## src/rtl/seq_left_shifter_if.sv

```systemverilog
// Operand/result bundle between the datapath controller and the sequential left shifter.
// The master issues start plus operands; the slave returns the result and busy/done status.
interface seq_left_shifter_if #(
  parameter int WIDTH = 8,
  parameter int AMT_W = 4
);
  logic             start;
  logic [WIDTH-1:0] data_in;
  logic [AMT_W-1:0] amount;
  logic             mode;
  logic             fill;
  logic [WIDTH-1:0] data_out;
  logic             busy;
  logic             done;

  modport master (
    output start, data_in, amount, mode, fill,
    input  data_out, busy, done
  );

  modport slave (
    input  start, data_in, amount, mode, fill,
    output data_out, busy, done
  );
endinterface

```

## src/rtl/seq_left_shifter.sv

```systemverilog
// Multi-cycle LSL/ROL unit, one bit per clock; done pulses the cycle after the last shift (N+1 cycles).
// No backpressure: start is only sampled in IDLE; busy/done are decoded from state.
module seq_left_shifter #(
  parameter int WIDTH = 8,
  parameter int AMT_W = 4
) (
  input logic               clk,
  input logic               rst,
  seq_left_shifter_if.slave bus
);

  typedef enum logic [1:0] {
    IDLE   = 2'd0,
    SHIFT  = 2'd1,
    FINISH = 2'd2
  } state_e;

  typedef struct packed {
    logic mode;
    logic fill;
  } op_t;

  state_e           state, state_n;
  op_t              op, op_n;
  logic [WIDTH-1:0] work, work_n;
  logic [WIDTH-1:0] dout, dout_n;
  logic [WIDTH-1:0] shifted;
  logic [AMT_W-1:0] count, count_n;

  // Rotate feeds the MSB back in; logical shift feeds the latched fill bit.
  always_comb begin
    shifted = {work[WIDTH-2:0], (op.mode ? work[WIDTH-1] : op.fill)};
  end

  always_ff @(posedge clk or posedge rst) begin
    if (rst) begin
      state <= IDLE;
      op    <= '0;
      work  <= '0;
      count <= '0;
      dout  <= '0;
    end else begin
      state <= state_n;
      op    <= op_n;
      work  <= work_n;
      count <= count_n;
      dout  <= dout_n;
    end
  end

  always_comb begin
    state_n = state;
    op_n    = op;
    work_n  = work;
    count_n = count;
    dout_n  = dout;
    unique case (state)
      IDLE: begin
        if (bus.start) begin
          op_n.mode = bus.mode;
          op_n.fill = bus.fill;
          if (bus.amount == '0) begin
            dout_n  = bus.data_in;
            state_n = FINISH;
          end else begin
            work_n  = bus.data_in;
            count_n = bus.amount;
            state_n = SHIFT;
          end
        end
      end
      SHIFT: begin
        work_n  = shifted;
        count_n = count - AMT_W'(1);
        // count stops at 1, so it never wraps and no early exit is taken for large amounts
        if (count == AMT_W'(1)) begin
          dout_n  = shifted;
          state_n = FINISH;
        end
      end
      FINISH: begin
        state_n = IDLE;
      end
      default: begin
        state_n = IDLE;
      end
    endcase
  end

  assign bus.data_out = dout;
  assign bus.busy     = (state == SHIFT);
  assign bus.done     = (state == FINISH);

endmodule

```

## src/flat_wrapper.sv

```systemverilog
// flat-port wrapper written by rule: the top's interface ports become plain ports
module seq_left_shifter_flat 
#(
  parameter int WIDTH = 8,
  parameter int AMT_W = 4
)
  (clk, rst, bus_start, bus_data_in, bus_amount, bus_mode, bus_fill, bus_data_out, bus_busy, bus_done);
  seq_left_shifter_if #(.WIDTH(WIDTH), .AMT_W(AMT_W)) bus_i ();
  input logic clk;
  input logic rst;
  input wire logic [$bits(bus_i.start)-1:0] bus_start;
  input wire logic [$bits(bus_i.data_in)-1:0] bus_data_in;
  input wire logic [$bits(bus_i.amount)-1:0] bus_amount;
  input wire logic [$bits(bus_i.mode)-1:0] bus_mode;
  input wire logic [$bits(bus_i.fill)-1:0] bus_fill;
  output wire logic [$bits(bus_i.data_out)-1:0] bus_data_out;
  output wire logic [$bits(bus_i.busy)-1:0] bus_busy;
  output wire logic [$bits(bus_i.done)-1:0] bus_done;
  assign bus_i.start = bus_start;
  assign bus_i.data_in = bus_data_in;
  assign bus_i.amount = bus_amount;
  assign bus_i.mode = bus_mode;
  assign bus_i.fill = bus_fill;
  assign bus_data_out = bus_i.data_out;
  assign bus_busy = bus_i.busy;
  assign bus_done = bus_i.done;
  seq_left_shifter #(.WIDTH(WIDTH), .AMT_W(AMT_W)) u_core (.clk(clk), .rst(rst), .bus(bus_i));
endmodule
```

## config.mk

```make
export PLATFORM = sky130hd
export DESIGN_NAME = seq_left_shifter_flat
export DESIGN_NICKNAME = d
export VERILOG_FILES = /design/src/rtl/seq_left_shifter_if.sv /design/src/rtl/seq_left_shifter.sv /design/src/flat_wrapper.sv
export SDC_FILE = /design/constraint.sdc
export NUM_CORES = 1
export LEC_CHECK = 0
export CORE_MARGIN = 2
export CORE_UTILIZATION = 60
export CTS_CLUSTER_SIZE = 8
export DETAILED_ROUTE_END_ITERATION = 8
export DONT_BUFFER_PORTS = 1
export PLACE_DENSITY = 0.76
export SLEW_MARGIN = 15
export SYNTH_ARGS = -nofsm -noshare
export SYNTH_HDL_FRONTEND = slang
export SYNTH_SLANG_ARGS = --single-unit
export TNS_END_PERCENT = 10
```

## constraint.sdc

```tcl
create_clock -name clk -period 2.3 [get_ports clk]
set_input_delay 0.46 -clock clk [delete_from_list [all_inputs] [get_ports clk]]
set_output_delay 0.46 -clock clk [all_outputs]
set_load 0.01 [all_outputs]
```

==> flow_results.org <==
** Outcome
- The flow ran to the end, and the final reports show no timing, DRC or antenna violations.

** Synth
- Xor-xnor portion of the synthesized cell area :: 0%
- During synthesis, Yosys emitted a total of 0 warnings.
- Summing the areas of all fa, ha and maj instances in the mapped netlist gives approximately 2.1% of the synthesized area.
- Dominant combinational cell family by area after synthesis :: multiplexers
- Area share of and/or/nand/nor cells after synthesis :: under 10%
- Yosys reg bits :: 24
- Ranking of synthesized cells by instance count :: sky130_fd_sc_hd__dfrtp_1, sky130_fd_sc_hd__mux2_2, sky130_fd_sc_hd__o22a_1, sky130_fd_sc_hd__o32a_1, sky130_fd_sc_hd__inv_1
- The netlist uses 26 different library cells.
- Net count after synthesis :: 120
- Cell taking the most area after synthesis :: sky130_fd_sc_hd__dfrtp_1
- In the post-synthesis netlist, the biggest area contributors are sky130_fd_sc_hd__dfrtp_1, sky130_fd_sc_hd__mux2_2, sky130_fd_sc_hd__o32a_1.
- Netlist area before placement :: approximately 1200 µm²
- A synthesized cell averages between 10 and 15 µm².
- The synthesized netlist devotes 17.27% of its cell area to compound gates.
- Synthesis produced a netlist whose cell count is between 100 and 150.
- Of all flip-flops after synthesis, the portion carrying an async set or reset was 100.0%.
- Most used standard cell by instance count after synthesis :: sky130_fd_sc_hd__dfrtp_1
- Number of synthesized flops with an enable pin :: 0
- In the synthesized netlist the dominant register cell turns out to be sky130_fd_sc_hd__dfrtp_1.
- Of the post-synthesis cell area, the dominant cell type holds about half.
- The portion of synthesized area spent on multiplexers is approximately a fifth.
- For this run, the register share of the synthesized area comes to between 40 and 50%.

** Cells and area
- Register area :: around 600 µm²
- Fill cells in the final layout number between 150 and 200.
- Area occupied by multi-input gates :: 563.0 µm²
- Final std cell area, no fill :: roughly 1300 µm²
- Finished Core Util :: around 65%
- Cells with a size suffix above 1 make up between 20 and 30% of the layout.
- Layout area overhead :: 4.214%
- Net count reported at finish :: 122
- The number of antenna diodes in the final layout is 0.

** Setup path
- In this run the critical register-to-register path is launched from u_core.state[1].
- Kind of start point of the critical path :: register
- Logic depth of the worst setup path including buffers :: 3
- The signal on the critical path passes through nor3b_1 > a22o_1 > mux2i_1.
- The setup path with the least slack is of type reg2reg.
- Endpoint of the worst register-to-register path :: u_core.bus.data_out[0]
- Data arrives at the worst endpoint at roughly 2.0 ns.
- Data required time at the worst endpoint :: 2.54 ns
- Cell with the largest stage delay on the worst path :: sky130_fd_sc_hd__nor3b_1
- STA classifies the critical path endpoint as a register.
- Buffers plus inverters on the worst setup path :: 0
- Register-to-register path setup slack :: 0.51 ns
- Max FO, Critical Path :: 9
- Cell family with most CP delay :: simple AND/OR/NAND/NOR gates
- Longest individual stage delay on the worst path :: around 0.57 ns
- The worst register-to-register path has a depth of 3.

** Detailed routing
- Total length of routed wires :: ~2300 µm
- Dividing the detail-routed wire length by the instance count gives between 15 and 20 µm.
- In the routed design, unresolved DRC markers number 0.
- After detailed routing, the number of vias per cell comes to around 6.4.
- Initial detailed-routing violation count :: 15
- Total number of vias :: slightly above 800
- Antenna-violating nets left :: 0
- The first detailed-routing pass took 4 iterations.

** Pwr
- Worst IR Drop VDD :: 0.9346 mV
- Dividing total power by cell area gives a power density of roughly 1500 nW/µm².
- Leakage :: ~0.00054 µW

** Floorplanning
- Core Footprint :: between 1500 and 2000 µm²
- The floorplan step set the die width to 49.05 µm.
- Row generation in the floorplan step produced 16 rows.
- The die covers between 2000 and 2500 µm².
- Total I/O pin count :: 27
- In this run the vertical extent of the chip is 49.05 µm.
- Once the floorplan was initialized, standard cells occupied 62.69% of the core.

** Timing
- RSZ-0062 raised after global routing :: no
- Total Neg Setup Slack :: 0 ns
- Clk_skew :: roughly 0.0047 ns
- In this run the tightest slew margin relative to its limit is 57.50%.
- Setup violations remaining at the end of the flow were counted as 0.
- Post-route fraction of the period consumed by the critical path :: between 70% and 80%
- Final hold analysis gives a worst-case slack of around 0.068 ns.
- Timing would allow up to 558.0 MHz.
- Counting I/O delays and the setup requirement, the final critical path takes roughly 1.8 ns.
- The count of final max-slew check failures came to 0.
- Worst Tran Pin Value :: 0.6361 ns
- The number of hold violations in the final report is 0.

** Flow run
- Max-cap violations in this run came to 0.

** CTS
- Post-cts hold buffer count :: 0
- H-tree depth :: 1
- Sinks on the clock net :: 24
- TritonCTS built the clock tree.
- Worst-Skew Late Latency :: 0.31 ns
- Number of post-CTS setup repair buffers :: 0
- Gates resized during post-CTS repair numbered 0.
- CTS clk-pin slew, worst paths :: between 0.1 and 0.15 ns
- Clk Tree Root Cell :: sky130_fd_sc_hd__clkbuf_4
- Largest buffer count on any clock path :: 2
- In this run, CTS created clock tree buffers numbering 3.

** Global route
- Total routing resource utilization after global routing :: around a fifth
- Maximum number of pins on one net before global-route repair :: 25
- The initial antenna violation count came to 0.
- The number of global-route vias before repair is 841.
- Remaining Overflow, GRT :: 0
- The first global-routing pass estimated 3891 µm of wire.

** Worst hold path
- Class of the tightest hold or removal check :: in2async

** Placement
- After detailed placement, the total cell area comes to 1246 µm².
- Input and output buffers added on the ports amount to 0.
- Final weighted congestion in routability-driven placement :: between 0.7 and 0.8
- HPWL after detailed placement :: roughly 1600 µm
==> worst reg2reg max path: stages, from the launching register on <==
cell                      delay, ns
sky130_fd_sc_hd__dfrtp_1       0.45
sky130_fd_sc_hd__nor3b_1       0.57
sky130_fd_sc_hd__a22o_1        0.47
sky130_fd_sc_hd__mux2i_1       0.23
==> cell families (layout without fill, tap and decap cells) <==
family | Yosys count | in the layout
AND/OR/NAND/NOR | 13 | 13
AO/OA/AOI/OAI | 27 | 27
flip-flops | 24 | 24
buffers and inverters | 13 | 13
multiplexers | 22 | 22
adder cells (fa/ha/maj) | 2 | 2
==> cells in the final DEF, fill, tap and decap left out, types with 2 or more instances in the layout <==
| master | count |
|---|---|
| sky130_fd_sc_hd__a21oi_1 | 4 |
| sky130_fd_sc_hd__a22oi_1 | 2 |
| sky130_fd_sc_hd__buf_4 | 3 |
| sky130_fd_sc_hd__clkbuf_4 | 3 |
| sky130_fd_sc_hd__dfrtp_1 | 24 |
| sky130_fd_sc_hd__ha_1 | 2 |
| sky130_fd_sc_hd__inv_1 | 6 |
| sky130_fd_sc_hd__mux2_2 | 17 |
| sky130_fd_sc_hd__mux2i_1 | 5 |
| sky130_fd_sc_hd__nand2b_1 | 2 |
| sky130_fd_sc_hd__nor3b_1 | 3 |
| sky130_fd_sc_hd__o21ai_0 | 4 |
| sky130_fd_sc_hd__o22a_1 | 7 |
| sky130_fd_sc_hd__o32a_1 | 7 |
==> sequential cells by signal, indices dropped and copies added (netlist names) <==
name,cells
u_core.op,2
u_core.work,8
u_core.count,4
u_core.state,2
u_core.bus.data_out,8
==> power by group <==
part / internal [µW] / switching (µW)
Clock: 61.3 / 114
Combinational: 473 / 384
Sequential: 637 / 194
==> worst max path at each step <==
| stage | slack (ns) | end | startpoint |
|---|---|---|---|
| 6_report | 0.51 | u_core.bus.data_out[0] | u_core.state[1] |
| 5_1_grt | 0.41 | u_core.bus.data_out[0] | u_core.state[1] |
| 4_1_cts | 0.51 | u_core.bus.data_out[0] | u_core.state[1] |
| 3_5_place_dp | 0.48 | u_core.bus.data_out[5] | bus_amount[0] |
| 3_3_place_gp | 0.49 | u_core.bus.data_out[1] | bus_amount[0] |
| 2_1_floorplan | 0.60 | u_core.bus.data_out[1] | bus_amount[0] |
==> layout make-up <==
class | instances | area share [%]
well taps | 27 | 2.663
inverters | 7 | 2.071
multi-input cells | 64 | 44.38
clock buffers | 3 | 1.775
flip-flops and latches | 24 | 47.34
repair buffers | 3 | 1.775
==> metrics by stage <==
stage          worst slack (ns)  cells  power [µW]
3_3_place_gp             0.4854    125        1663
2_1_floorplan            0.5993    101        1518
5_1_grt                  0.4056    128        2006
6_report                 0.5080    128        1864
4_1_cts                  0.5094    128        1874
3_5_place_dp             0.4767    125        1694
==> routing by layer <==
metal  global-route usage (%)  share of wire (%)  up-vias
li1                         -                  -      388
met1                    30.10                 48      407
met2                    32.88                 46       18
met3                    2.454                4.4        5
met4                    8.571                1.8        0
met5                        0                  0        -
No activity file was read; power rests on OpenSTA's default activity.
